$ cat config.mk
export PLATFORM = sky130hd
export DESIGN_NAME = i2s_stereo_transceiver_flat
export DESIGN_NICKNAME = d
export VERILOG_FILES = /design/src/rtl/i2s_stereo_if.sv /design/src/rtl/i2s_stereo_transceiver.sv /design/src/flat_wrapper.sv
export SDC_FILE = /design/constraint.sdc
export NUM_CORES = 1
export LEC_CHECK = 0
export BUFFER_PORTS_ARGS = -buffer_cell sky130_fd_sc_hd__buf_2
export CORE_AREA = 10 10 139 141
export DETAILED_ROUTE_END_ITERATION = 8
export DIE_AREA = 0 0 149 151
export HOLD_SLACK_MARGIN = 0.15
export PLACE_DENSITY_LB_ADDON = 0.12
export RECOVER_POWER = 25
export SYNTH_ARGS = -nofsm -noshare
export SYNTH_HDL_FRONTEND = slang
export SYNTH_SLANG_ARGS = --single-unit
export TNS_END_PERCENT = 30
$ cat constraint.sdc
create_clock -name clk -period 6.1 [get_ports clk]
set_input_delay 0.305 -clock clk [delete_from_list [all_inputs] [get_ports clk]]
set_output_delay 0.305 -clock clk [all_outputs]
set_load 0.005 [all_outputs]
$ cat src/rtl/i2s_stereo_if.sv
// Stereo sample stream between the audio DSP pipeline and the I2S transceiver.
// The DSP side uses the master modport; the transceiver uses the slave modport.
interface i2s_stereo_if #(
  parameter int DATA_WIDTH = 16
);
  logic [DATA_WIDTH-1:0] tx_left;
  logic [DATA_WIDTH-1:0] tx_right;
  logic                  tx_valid;
  logic                  tx_ready;
  logic                  tx_underrun;
  logic [DATA_WIDTH-1:0] rx_left;
  logic [DATA_WIDTH-1:0] rx_right;
  logic                  rx_valid;

  modport master (
    output tx_left, tx_right, tx_valid,
    input  tx_ready, tx_underrun, rx_left, rx_right, rx_valid
  );

  modport slave (
    input  tx_left, tx_right, tx_valid,
    output tx_ready, tx_underrun, rx_left, rx_right, rx_valid
  );
endinterface

$ cat src/rtl/i2s_stereo_transceiver.sv
// Stereo I2S master: derives BCLK/LRCLK from clk, serialises a held stereo sample
// per frame (Philips or left-justified) and captures the codec's stereo sample.
module i2s_stereo_transceiver #(
  parameter int CLK_DIV    = 4,
  parameter int DATA_WIDTH = 16,
  parameter int SLOT_WIDTH = 16,
  parameter int FORMAT     = 0
) (
  input  logic       clk,
  input  logic       rst,
  i2s_stereo_if.slave bus,
  output logic       i2s_bclk,
  output logic       i2s_lrclk,
  output logic       i2s_sdata_out,
  input  logic       i2s_sdata_in
);
  localparam int FRAME_BITS = 2 * SLOT_WIDTH;
  localparam int CW = (CLK_DIV > 1) ? $clog2(CLK_DIV) : 1;
  localparam int PW = $clog2(FRAME_BITS);
  localparam logic [CW-1:0] CNT_LAST = CW'(CLK_DIV - 1);
  localparam logic [PW-1:0] POS_LAST = PW'(FRAME_BITS - 1);
  localparam logic [PW-1:0] SLOT_POS = PW'(SLOT_WIDTH);

  logic [CW-1:0]         bclk_cnt;
  logic [PW-1:0]         pos;
  logic [PW-1:0]         pos_next;
  logic [PW-1:0]         pos_after;
  logic                  hold_full;
  logic                  hold_full_next;
  logic                  rx_armed;
  logic [DATA_WIDTH-1:0] hold_left;
  logic [DATA_WIDTH-1:0] hold_right;
  logic [FRAME_BITS-1:0] active;
  logic [FRAME_BITS-1:0] active_next;
  logic [FRAME_BITS-1:0] rx_shift;
  logic [FRAME_BITS-1:0] rx_shift_next;
  logic                  tick;
  logic                  rise_tick;
  logic                  fall_tick;
  logic                  frame_tick;
  logic                  accept;
  logic                  lrclk_next;

  // Frame vectors hold pos 0 in the MSB, so bit index is always POS_LAST - pos.
  function automatic logic [FRAME_BITS-1:0] pack_frame(input logic [DATA_WIDTH-1:0] left,
                                                       input logic [DATA_WIDTH-1:0] right);
    logic [FRAME_BITS-1:0] f;
    f = '0;
    f[FRAME_BITS-1 -: DATA_WIDTH] = left;
    f[SLOT_WIDTH-1 -: DATA_WIDTH] = right;
    return f;
  endfunction

  always_comb begin
    tick       = (bclk_cnt == CNT_LAST);
    rise_tick  = tick && !i2s_bclk;
    fall_tick  = tick && i2s_bclk;
    pos_next   = (pos == POS_LAST) ? '0 : pos + 1'b1;
    pos_after  = (pos_next == POS_LAST) ? '0 : pos_next + 1'b1;
    frame_tick = fall_tick && (pos == POS_LAST);
    accept     = bus.tx_valid && bus.tx_ready;

    // An accept in an underrunning frame-tick cycle wins: the sample waits for the next frame.
    hold_full_next = hold_full;
    if (accept) begin
      hold_full_next = 1'b1;
    end else if (frame_tick) begin
      hold_full_next = 1'b0;
    end

    active_next = active;
    if (frame_tick) begin
      active_next = hold_full ? pack_frame(hold_left, hold_right) : '0;
    end

    if (FORMAT == 1) begin
      lrclk_next = (pos_next < SLOT_POS);
    end else begin
      lrclk_next = (pos_after >= SLOT_POS);
    end

    rx_shift_next = rx_shift;
    if (rise_tick) begin
      rx_shift_next[POS_LAST - pos] = i2s_sdata_in;
    end
  end

  assign bus.tx_underrun = frame_tick && !hold_full;

  always_ff @(posedge clk) begin
    if (rst) begin
      bclk_cnt      <= '0;
      i2s_bclk      <= 1'b0;
      i2s_lrclk     <= 1'b0;
      i2s_sdata_out <= 1'b0;
      pos           <= POS_LAST;
      hold_full     <= 1'b0;
      hold_left     <= '0;
      hold_right    <= '0;
      active        <= '0;
      rx_shift      <= '0;
      rx_armed      <= 1'b0;
      bus.tx_ready  <= 1'b1;
      bus.rx_left   <= '0;
      bus.rx_right  <= '0;
      bus.rx_valid  <= 1'b0;
    end else begin
      bclk_cnt <= tick ? '0 : bclk_cnt + 1'b1;
      if (tick) begin
        i2s_bclk <= !i2s_bclk;
      end
      if (fall_tick) begin
        pos           <= pos_next;
        i2s_lrclk     <= lrclk_next;
        i2s_sdata_out <= active_next[POS_LAST - pos_next];
      end
      if (frame_tick) begin
        rx_armed <= 1'b1;
      end
      hold_full    <= hold_full_next;
      bus.tx_ready <= !hold_full_next;
      if (accept) begin
        hold_left  <= bus.tx_left;
        hold_right <= bus.tx_right;
      end
      active   <= active_next;
      rx_shift <= rx_shift_next;

      // Only frames that started after reset are reported, so a partial frame never publishes.
      bus.rx_valid <= 1'b0;
      if (rise_tick && (pos == POS_LAST) && rx_armed) begin
        bus.rx_valid <= 1'b1;
        bus.rx_left  <= rx_shift_next[FRAME_BITS-1 -: DATA_WIDTH];
        bus.rx_right <= rx_shift_next[SLOT_WIDTH-1 -: DATA_WIDTH];
      end
    end
  end
endmodule

$ cat src/flat_wrapper.sv
// flat-port wrapper written by rule: the top's interface ports become plain ports
module i2s_stereo_transceiver_flat 
#(
  parameter int CLK_DIV    = 4,
  parameter int DATA_WIDTH = 16,
  parameter int SLOT_WIDTH = 16,
  parameter int FORMAT     = 0
)
  (clk, rst, i2s_bclk, i2s_lrclk, i2s_sdata_out, i2s_sdata_in, bus_tx_left, bus_tx_right, bus_tx_valid, bus_tx_ready, bus_tx_underrun, bus_rx_left, bus_rx_right, bus_rx_valid);
  i2s_stereo_if #(.DATA_WIDTH(DATA_WIDTH)) bus_i ();
  input  logic clk;
  input  logic rst;
  output logic i2s_bclk;
  output logic i2s_lrclk;
  output logic i2s_sdata_out;
  input  logic i2s_sdata_in;
  input wire logic [$bits(bus_i.tx_left)-1:0] bus_tx_left;
  input wire logic [$bits(bus_i.tx_right)-1:0] bus_tx_right;
  input wire logic [$bits(bus_i.tx_valid)-1:0] bus_tx_valid;
  output wire logic [$bits(bus_i.tx_ready)-1:0] bus_tx_ready;
  output wire logic [$bits(bus_i.tx_underrun)-1:0] bus_tx_underrun;
  output wire logic [$bits(bus_i.rx_left)-1:0] bus_rx_left;
  output wire logic [$bits(bus_i.rx_right)-1:0] bus_rx_right;
  output wire logic [$bits(bus_i.rx_valid)-1:0] bus_rx_valid;
  assign bus_i.tx_left = bus_tx_left;
  assign bus_i.tx_right = bus_tx_right;
  assign bus_i.tx_valid = bus_tx_valid;
  assign bus_tx_ready = bus_i.tx_ready;
  assign bus_tx_underrun = bus_i.tx_underrun;
  assign bus_rx_left = bus_i.rx_left;
  assign bus_rx_right = bus_i.rx_right;
  assign bus_rx_valid = bus_i.rx_valid;
  i2s_stereo_transceiver #(.CLK_DIV(CLK_DIV), .DATA_WIDTH(DATA_WIDTH), .SLOT_WIDTH(SLOT_WIDTH), .FORMAT(FORMAT)) u_core (.clk(clk), .rst(rst), .bus(bus_i), .i2s_bclk(i2s_bclk), .i2s_lrclk(i2s_lrclk), .i2s_sdata_out(i2s_sdata_out), .i2s_sdata_in(i2s_sdata_in));
endmodule
=== Word-level counts from Yosys, hierarchy flattened ===
Index checks and enable logic that the tools add are counted.

* $add $sub $neg: 5
* Magnitude comparators: 4
* Equal/unequal tests: 3
* Multiplexer cells: 13
* Reduce and logical (&&, ||, !) cells: 12

{| class="wikitable"
|+ Operator list
! operator !! number
|-
| 32-bit two-way mux || 3
|-
| 32-bit bitwise mux || 1
|-
| 5-bit by 6-bit < comparator with 1-bit output (second input constant) || 2
|-
| 5-bit by 1-bit adder with 5-bit output (second input constant) || 2
|-
| 5-bit == test (second input constant) || 2
|-
| 5-bit two-way mux || 2
|-
| 5-bit subtractor (first input constant) || 2
|-
| 1-bit logical AND || 8
|-
| 1-bit binary-select mux with 5-bit select || 1
|-
| 1-bit demux with 5-bit select || 1
|-
| 5-bit by 1-bit greater-or-equal comparator with 1-bit output (second input constant) || 1
|-
| 5-bit greater-or-equal comparator (second input constant) || 1
|-
| 1-bit two-way mux || 5
|-
| 1-bit zero test || 3
|-
| 2-bit by 1-bit adder with 2-bit output (second input constant) || 1
|-
| 2-bit == test (second input constant) || 1
|-
| 2-bit OR reduction || 1
|}

* Flip-flop bits (word level): 142
* Input bits: 36
* Output and inout bits: 38
* Word-level logic and storage cells: 52

=== Longest topological paths before layout ===
Gate-level depths: netlist of the first run.

* Depth after elaboration: 7
* Gate-level depth with buffers: 9

=== Least setup slack after synthesis of the first run ===
No wires, ideal clock.

* Kind: register -> register
* From: register u_core.pos[0]
* To: register u_core.i2s_sdata_out
* Setup time: 120 ps
* Data arrival time: 2,191 ps
* Slack: 3,789 ps
* Cell stages (with the launch flop): 10
* Buffers on the path: 1
* Cell sequence: dfxtp_1 -> ha_1 -> and3_1 -> ha_1 -> buf_6 -> or2_0 -> mux4_2 -> o21a_1 -> a211oi_2 -> o31ai_1

* Longest elaborated chain between the ends: 5
* Elaborated cells between the ends (all ways): 8
* Classes of those cells: 2 x add/sub; 1 x eq/ne; 4 x mux; 1 x reduce/logical

{| class="wikitable"
|+ Ends and longest elaborated chain
! item !! line !! source
|-
| start, declared || i2s_stereo_transceiver.sv:25 || <nowiki>logic [PW-1:0] pos;</nowiki>
|-
| start signal, assigned || i2s_stereo_transceiver.sv:113 || <nowiki>pos <= pos_next;</nowiki>
|-
| 5-bit by 1-bit adder with 5-bit output or 5-bit == test (tied branches) || i2s_stereo_transceiver.sv:58, i2s_stereo_transceiver.sv:60 ||
|-
| 5-bit two-way mux or 1-bit logical AND (tied branches) || i2s_stereo_transceiver.sv:58, i2s_stereo_transceiver.sv:60 ||
|-
| 5-bit subtractor or 32-bit two-way mux (tied branches) || i2s_stereo_transceiver.sv:115, i2s_stereo_transceiver.sv:72 ||
|-
| 1-bit binary-select mux with 5-bit select * || i2s_stereo_transceiver.sv:115 || <nowiki>i2s_sdata_out <= active_next[POS_LAST - pos_next];</nowiki>
|-
| 1-bit two-way mux (implied by the code) * || i2s_stereo_transceiver.sv:115 ||
|-
| end signal, assigned || i2s_stereo_transceiver.sv:115 ||
|-
| end, declared || i2s_stereo_transceiver.sv:14 || <nowiki>output logic i2s_sdata_out,</nowiki>
|}

Mark *: on every way between the ends. The rest lies on a longest branch, timed or not. The select of a mux whose other input is x is not followed.
A chain may end at the register's enable or synchronous reset.

=== Worst setup path after layout of the first run ===
Ends and elaborated chain as after synthesis.

==> results of run 1 <==
registers in the layout (all words and copies together) (netlist names), 2 cells and up:
| register | flops |
|---|---|
| u_core.bus.rx_left | 16 |
| u_core.active | 32 |
| u_core.hold_right | 16 |
| u_core.pos | 5 |
| u_core.bus.rx_right | 16 |
| u_core.rx_shift | 32 |
| u_core.hold_left | 16 |
| u_core.bclk_cnt | 2 |
tightest hold or removal path, delay by kind of cell:
kind,cells,cell delay [ns]
and+or+nand+nor,1,0.06
buffers and inverters,1,0.10
AOI/OAI and AO/OA,1,0.06
per-layer routing:
metal	GRT usage [%]	vias to the layer above
li1	-	2373
met1	15.9	2114
met2	17.9	77
met3	3.46	20
met4	4.51	0
met5	0	-
area by class of cell:
class | count | share of cell area, %
clock buffers | 26 | 7.37
repair buffers | 107 | 9.45
inverters | 5 | 0.272
well taps | 220 | 3.98
clock inverters | 5 | 0.797
flip-flops and latches | 142 | 41.1
multi-input cells | 455 | 37.0
power breakdown:
group          total (uW)  internal (uW)  switching [uW]  leakage, uW
Combinational         101           42.1            58.6      0.00113
Clock                 979            612             367     0.000272
Sequential            956            945            11.2      0.00115
Total                2040           1600             437      0.00255
placed cells by master, fill, tap and decap left out, types with 31 or more instances in the layout:
cell type / n
dfxtp_1: 142
nand2_1: 119
nor2_1: 94
a21oi_1: 64
clkbuf_1: 40
mux2i_1: 37
buf_2: 37
nand3_1: 33
a211oi_1: 33
dlygate4sd3_1: 31
worst min path at each step:
stage	to	slack, ns
6_report	u_core.hold_left[15]	0.16
4_1_cts	u_core.hold_left[15]	0.15
2_1_floorplan	u_core.bclk_cnt[0]	0.40
5_1_grt	u_core.hold_left[15]	0.16
3_3_place_gp	u_core.bclk_cnt[0]	0.41
3_5_place_dp	u_core.bclk_cnt[0]	0.42
cell usage after synthesis, drive strengths merged, types with 2 or more instances:
cell	number	area, sq um
xnor2	2	17.5
clkbuf	41	154
o22ai	2	12.5
a2111oi	2	23.8
nor3b	6	50.1
nand3	33	165
a211oi	34	260
a21oi	64	320
mux2	3	33.8
nor2	94	353
nor3	3	15.0
o21a	2	15.0
and2	6	37.5
dfxtp	142	2840
nor2b	4	25.0
o21bai	3	22.5
mux4	3	67.6
nand2b	2	12.5
nand3b	4	30.0
xor2	2	17.5
nand4	2	12.5
inv	5	18.8
or2	2	12.5
mux2i	37	370
ha	6	75.1
buf	15	104
and3	4	25.0
a211o	5	43.8
nand2	119	447
logic make-up after synthesis:
logic type,Yosys count,synth area share (%)
buffers and inverters,61,4.87
adder cells (fa/ha/maj),6,1.32
AO/OA/AOI/OAI,122,13.8
multiplexers,43,8.31
AND/OR/NAND/NOR,280,21.0
XOR/XNOR,4,0.618
flip-flops,142,50.1
through the flow:
step	setup WS, ns	instances	area, sq um	utilization [%]
after floorplan	3.79	658	5670	-
after global placement	2.17	898	6080	36.9
after detailed placement	2.01	898	6080	36.9
after CTS	2.01	960	6960	42.3
after global routing	1.72	960	6910	42.0
final	2.01	960	6910	42.0
repair_timing:
action	4_1_cts	5_1_grt
hold endpoints to repair	31	0
hold buffers	31	0
buffers inserted	0	0
==> key figures, run 1 <==
Power
  • LEAKAGE: 0.00255 uW
  • Total power: 2040 uW
  • PD cells: 295 nW/um^2
  • Maximum VDD drop: 0.000209 V

Worst setup path
  • Crit-path cells: ha_1 -> and3_1 -> ha_1 -> and3_1 -> mux2i_1 -> a211oi_1 -> o221a_2 -> o31ai_1
  • Reg2reg end: u_core.i2s_sdata_out
  • CP delay by family, top: simple AND/OR/NAND/NOR gates
  • Crit Reg-Reg Startpoint: u_core.pos[0]
  • Highest-delay cell along the critical path: and3_1
  • CP max stage delay: 1.02 ns
  • Required time worst endpoint: 6.42 ns
  • Max FO, Critical Path: 32
  • R2R Setup Slk: 2.01 ns
  • CP Depth: 8
  • Crit path DAT: 4.42 ns
  • Startpoint Class: flop
  • Crit path capture type: flop
  • R2R cell count: 8
  • Crit path buf inv count: 0
  • Worst Setup EP: u_core.i2s_sdata_out
  • Crit path from: u_core.pos[0]
  • Setup CP Type: reg2reg

Route
  • Max Used Layer: met4
  • Met1 wire length: 6.72 mm
  • Vias: 4584
  • Antenna viol nets, final: 0
  • DR WL met3: 540 um
  • Metal2 WL: 5.91 mm
  • Initial DRC count: 215
  • TritonRoute pass-1 iters: 4
  • Total wire length: 13.4 mm
  • Residual DRC: 0
  • DR vias/cell: 4.78
  • Routed wire per std cell: 14.0 um

Job
  • Max-cap violations: 1

Layout
  • Area occupied by multi-input gates: 2560 sq um
  • Reg area: 2840 sq um
  • Final #Nets: 770
  • Layout cell share with drive strength beyond 1: 10.9%
  • Fill cell count: 1718
  • Synthesis-to-layout area growth: 21.8%
  • ANT cells: 0

Floorplan
  • Die width: 149 um
  • Die Span Y: 151 um
  • Core area: 16500 sq um
  • # rows: 47
  • Initial cell density of the core: 34.5%
  • IO Count: 74
  • Die area: 22500 sq um

Timing
  • Max-slew violation count: 88
  • Post-route clock skew: 0.00476 ns
  • Clock period minus worst slack: 4.09 ns
  • Slew @ Worst Pin: 3.80 ns
  • Setup TNS: 0 ns
  • Worst hold margin: 0.164 ns
  • Max frequency: 244 MHz
  • RSZ-0062 raised after global routing: no
  • Rel. slew slack: -153%
  • Endpoints failing hold: 0
  • Setup violators final: 0
  • Final period util: 67.1%

Clock network
  • Clock tree buffer depth: 2
  • Sink Count: 142
  • Clock latency on the worst-skew pair: 0.41 ns
  • Post_cts resized: 0
  • Root buf cell: clkbuf_16
  • H-Tree Level Count: 4
  • Clk pin slew, worst setup/hold paths: 0.06 ns
  • TritonCTS clock tree: yes
  • CTS Buf Count: 17

Synth
  • Mapped Area: 5670 sq um
  • Yosys cell types: 46
  • YS warnings: 0
  • Mapped Cells: 658
  • Post-synth net total: 700
  • Post-synth ARST share: 0%
  • Top_reg_cell synth: dfxtp_1
  • Seq/Total Area, Yosys: 50.1%
  • FF+latch count, synth: 142
  • Mapped Avg Cell Area: 8.62 sq um
  • EDFF count, synth: 0

Global routing
  • Largest net degree at the start of global routing: 88
  • Global Route Usage Sum: 11.9%
  • Antenna violations before repair: 0
  • Vias in the first global route: 4438
  • GR Overflow Total: 0
  • First-pass GRT wire length: 22.3 mm

Outcome
  • Failing checks: capacitance limit, slew limit
  • Outcome: finished, violations left

Placement
  • RD Place Congestion: 0.854
  • HPWL Detailed: 8.84 mm
  • I/O Buffers: 73

Worst hold path
  • Min-Delay Path Depth: 3
  • Min-Delay Path Class: in2reg
  • Hold path startpoint: bus_tx_left[15]
(Power assumes the default switching activity.)
==> run 2: changes to the inputs <==
--- a/config.mk
+++ b/config.mk
@@ -5,10 +5,11 @@
 export SDC_FILE = /design/constraint.sdc
 export NUM_CORES = 1
 export LEC_CHECK = 0
+export ABC_AREA = 1
 export BUFFER_PORTS_ARGS = -buffer_cell sky130_fd_sc_hd__buf_2
-export CORE_AREA = 10 10 139 141
+export CORE_AREA = 10 10 140 142
 export DETAILED_ROUTE_END_ITERATION = 8
-export DIE_AREA = 0 0 149 151
+export DIE_AREA = 0 0 150 152
 export HOLD_SLACK_MARGIN = 0.15
 export PLACE_DENSITY_LB_ADDON = 0.12
 export RECOVER_POWER = 25
==> constraint.sdc (replaced) <==
create_clock -name clk -period 4 [get_ports clk]
set_input_delay 0.2 -clock clk [delete_from_list [all_inputs] [get_ports clk]]
set_output_delay 0.2 -clock clk [all_outputs]
set_load 0.005 [all_outputs]
==> run 2 against run 1 <==
Net effect:
- the flow now finishes without violations
- highest routed layer unchanged
- synthesized area up 1.3%
- combinational power up 61%
- utilization down 0.23 points
- clock skew up 0.0039 ns
- sequential share of layout area down 0.92 points
==> key figures, run 2 <==
Worst setup path
  • Startpoint Class: flop (unchanged)
  • Crit path DAT: 3.49 ns (was 4.42 ns)
  • Reg2reg end: u_core.i2s_sdata_out (unchanged)
  • CP delay by family, top: simple AND/OR/NAND/NOR gates (unchanged)
  • R2R cell count: 16 (was 8)
  • Crit path buf inv count: 1 (was 0)
  • R2R Setup Slk: 0.87 ns (was 2.01 ns)
  • Crit-path cells: ha_1 -> nand2_1 -> nor2_1 -> ha_1 -> nand3_1 -> clkbuf_1 -> nand2_1 -> nand3_1 -> nand3_1 -> nand2_1 -> nand3_1 -> nand2_1 -> nand2_1 -> nand2_1 -> nand2_1 -> nand2_1 (was ha_1 -> and3_1 -> ha_1 -> and3_1 -> mux2i_1 -> a211oi_1 -> o221a_2 -> o31ai_1)
  • Most used cell along the critical path: nand2_1
  • Setup CP Type: reg2reg (unchanged)
  • Max FO, Critical Path: 30 (was 32)
  • Crit path capture type: flop (unchanged)
  • CP max stage delay: 1.04 ns (was 1.02 ns)
  • Highest-delay cell along the critical path: clkbuf_1 (was and3_1)
  • Required time worst endpoint: 4.36 ns (was 6.42 ns)
  • Crit Reg-Reg Startpoint: u_core.pos[0] (unchanged)

Worst hold path
  • Hold path startpoint: bus_tx_valid (was bus_tx_left[15])
  • Min-Delay Path Depth: 4 (was 3)
  • Min-Delay Path Class: in2reg (unchanged)
  • Hold Crit Endpoint: u_core.hold_left[3] (was u_core.hold_left[15])

Synth
  • Top cell type's share of synthesized area: 49.5% (was 50.1%)
  • Largest cells by area after synthesis: dfxtp_1 49%, nor2_1 9.6%, nand2_1 9.2%, o21ai_0 6.0%, mux2i_1 5.6% (was dfxtp_1 50%, nand2_1 7.9%, mux2i_1 6.5%, nor2_1 6.2%, a21oi_1 5.6%)
  • Seq/Total Area, Yosys: 49.5% (was 50.1%)
  • Mapped Area: 5750 sq um (was 5670 sq um)
  • EDFF count, synth: 0 (unchanged)
  • Count leader, synth: nor2_1 (was dfxtp_1)
  • Mapped Cells: 752 (was 658)
  • Mapped Avg Cell Area: 7.64 sq um (was 8.62 sq um)
  • Top_reg_cell synth: dfxtp_1 (unchanged)
  • YS warnings: 0 (unchanged)
  • FF+latch count, synth: 142 (unchanged)
  • Post-synth net total: 794 (was 700)
  • Post-synth ARST share: 0% (unchanged)
  • Yosys cell types: 31 (was 46)
  • Leading area contributor after synthesis: dfxtp_1 (unchanged)
  • Top cells by count, synth: 147 x nor2_1, 142 x dfxtp_1, 141 x nand2_1 (was 142 x dfxtp_1, 119 x nand2_1, 94 x nor2_1)

Power
  • Total power: 3130 uW (was 2040 uW)
  • Seq pwr share: 47.1% (was 47.0%)
  • PD cells: 443 nW/um^2 (was 295 nW/um^2)
  • LEAKAGE: 0.00312 uW (was 0.00255 uW)
  • Switching power share of the total: 22.6% (was 21.5%)
  • Comb power frac: 5.2% (was 4.9%)
  • Cell-internal power: 2420 uW (was 1600 uW)
  • Maximum VDD drop: 0.000313 V (was 0.000209 V)
  • Switching power total: 708 uW (was 437 uW)
  • Clock Power Share: 47.7% (was 48.1%)

Timing
  • Final period util: 78.3% (was 67.1%)
  • Max-slew violation count: 0 (was 88)
  • Setup violators final: 0 (unchanged)
  • Rel. slew slack: 4.57% (was -153%)
  • Clock period minus worst slack: 3.13 ns (was 4.09 ns)
  • Max frequency: 319 MHz (was 244 MHz)
  • Endpoints failing hold: 0 (unchanged)
  • Post-route clock skew: 0.00871 ns (was 0.00476 ns)
  • Setup TNS: 0 ns (unchanged)
  • RSZ-0062 raised after global routing: no (unchanged)
  • Slew @ Worst Pin: 1.43 ns (was 3.80 ns)

Clock network
  • Sink Count: 142 (unchanged)
  • Clk pin slew, worst setup/hold paths: 0.06 ns (about the same)
  • CTS Buf Count: 17 (unchanged)
  • Clock latency on the worst-skew pair: 0.42 ns (was 0.41 ns)
  • H-Tree Level Count: 4 (unchanged)
  • Clock tree buffer depth: 2 (unchanged)
  • TritonCTS clock tree: yes (unchanged)
  • Root buf cell: clkbuf_16 (unchanged)

Route
  • Antenna viol nets, final: 0 (unchanged)
  • Residual DRC: 0 (unchanged)
  • Initial DRC count: 222 (was 215)
  • Routed wire per std cell: 13.3 um (was 14.0 um)
  • TritonRoute pass-1 iters: 4 (unchanged)
  • Total wire length: 14.3 mm (was 13.4 mm)
  • DR vias/cell: 4.60 (was 4.78)
  • Vias: 4946 (was 4584)

Global routing
  • Global Route Usage Sum: 13.0% (was 11.9%)
  • First-pass GRT wire length: 24.3 mm (was 22.3 mm)
  • GR Overflow Total: 0 (unchanged)
  • Vias in the first global route: 4920 (was 4438)
  • Largest net degree at the start of global routing: 73 (was 88)
  • Antenna violations before repair: 0 (unchanged)

Floorplan
  • Core area: 16900 sq um (was 16500 sq um)
  • # rows: 48 (was 47)
  • Initial cell density of the core: 33.9% (was 34.5%)
  • Die width: 150 um (was 149 um)
  • Die Span Y: 152 um (was 151 um)
  • Die area: 22800 sq um (was 22500 sq um)
  • IO Count: 74 (unchanged)

Layout
  • Layout cell share with drive strength beyond 1: 9.28% (was 10.9%)
  • ANT cells: 0 (unchanged)
  • Fill cell count: 1798 (was 1718)
  • Largest regs: u_core.active: 32 flops, u_core.rx_shift: 32 flops (unchanged)
  • Commonest non-fill, non-tap cell in the layout: nor2_1 (was dfxtp_1)
  • Final #Nets: 880 (was 770)
  • Commonest cells after routing, fill and taps aside: 147 x nor2_1, 142 x nand2_1, 142 x dfxtp_1 (was 142 x dfxtp_1, 119 x nand2_1, 94 x nor2_1)
  • Synthesis-to-layout area growth: 23.0% (was 21.8%)

Job
  • Max-cap violations: 0 (was 1)

Placement
  • I/O Buffers: 73 (unchanged)
  • HPWL Detailed: 9.95 mm (was 8.84 mm)
  • RD Place Congestion: 0.862 (was 0.854)

Outcome
  • Outcome: complete, no violations (was finished, violations left)
-- run 2: changes by cell type after synthesis, sizes merged, moves of 9 or more --
cell	before	now
a211oi	34	8
a21oi	64	39
clkbuf	41	30
inv	5	55
nand2	119	142
nor2	94	149
nor3	3	12
o21ai	1	72
-- run 2: routing by layer --
metal	vias up	GRT usage [%]	wire length [um]
met5	-	0	0
met4	0	4.72	210
met3	16	3.18	457
met2	74	19.8	6440
met1	2268	17.4	7160
li1	2588	-	-
-- run 2: cell type report --
type | count | area (sq um) | area share (%)
timing repair buffer | 111 | 679 | 9.61
tap | 225 | 282 | 3.98
inverter | 55 | 206 | 2.92
clock buffer | 23 | 478 | 6.76
sequential | 142 | 2840 | 40.2
clock inverter | 9 | 86.3 | 1.22
multi-input combinational | 511 | 2490 | 35.3
-- run 2: what timing repair did --
item / 4_1_cts / 5_1_grt
endpoints found under the setup margin: 0 / 0
setup buffers: 0 / 0
hold buffers: 32 / 0
hold endpoints to repair: 32 / 0
gates resized for setup: 0 / 0
-- run 2: worst max path at each step --
stage | slack (ns) | endpoint | cells after the start | startpoint
6_report | 0.87 | u_core.i2s_sdata_out | 16 | u_core.pos[0]
5_1_grt | 0.41 | u_core.i2s_sdata_out | 17 | u_core.pos[0]
4_1_cts | 1.19 | u_core.i2s_sdata_out | 17 | u_core.pos[0]
3_5_place_dp | 1.22 | u_core.i2s_sdata_out | 17 | u_core.pos[0]
3_3_place_gp | 1.31 | u_core.i2s_lrclk | 13 | u_core.pos[0]
2_1_floorplan | 1.93 | u_core.i2s_lrclk | 13 | u_core.pos[0]
-- run 2: metrics by stage --
step	utilization [%]	cells	instance area, sq um	setup slack (ns)	hold slack, ns
6_report	41.7	1076	7070	0.866	0.316
5_1_grt	41.7	1076	7070	0.407	0.340
3_5_place_dp	36.9	1012	6240	1.22	0.423
2_1_floorplan	-	752	5750	1.93	0.364
4_1_cts	42.1	1076	7130	1.19	0.297
3_3_place_gp	36.9	1012	6240	1.31	0.413
-- run 2: kinds of logic (layout without fill, tap and decap cells) --
kind of cell | after synthesis | count (layout) | share of synthesized area, %
AO/OA/AOI/OAI | 129 | 129 | 12.0
XOR/XNOR | 1 | 1 | 0.152
adder cells (fa/ha/maj) | 6 | 6 | 1.31
buffers and inverters | 99 | 198 | 6.97
flip-flops | 142 | 142 | 49.5
multiplexers | 32 | 32 | 5.57
AND/OR/NAND/NOR | 343 | 343 | 24.5
-- run 2: power groups by stage --
stage	Sequential [uW]	Clock [uW]	Combinational [uW]
floorplan	1490	0	105
global placement	1510	0	141
detailed placement	1510	0	143
CTS	1480	1530	168
global route	1480	1590	189
finish	1470	1490	163
-- run 2: tightest hold or removal path, stage by stage --
cell and delay, ns:
buf_2 0.07, nand2_1 0.04, buf_4 0.21, a21oi_1 0.16
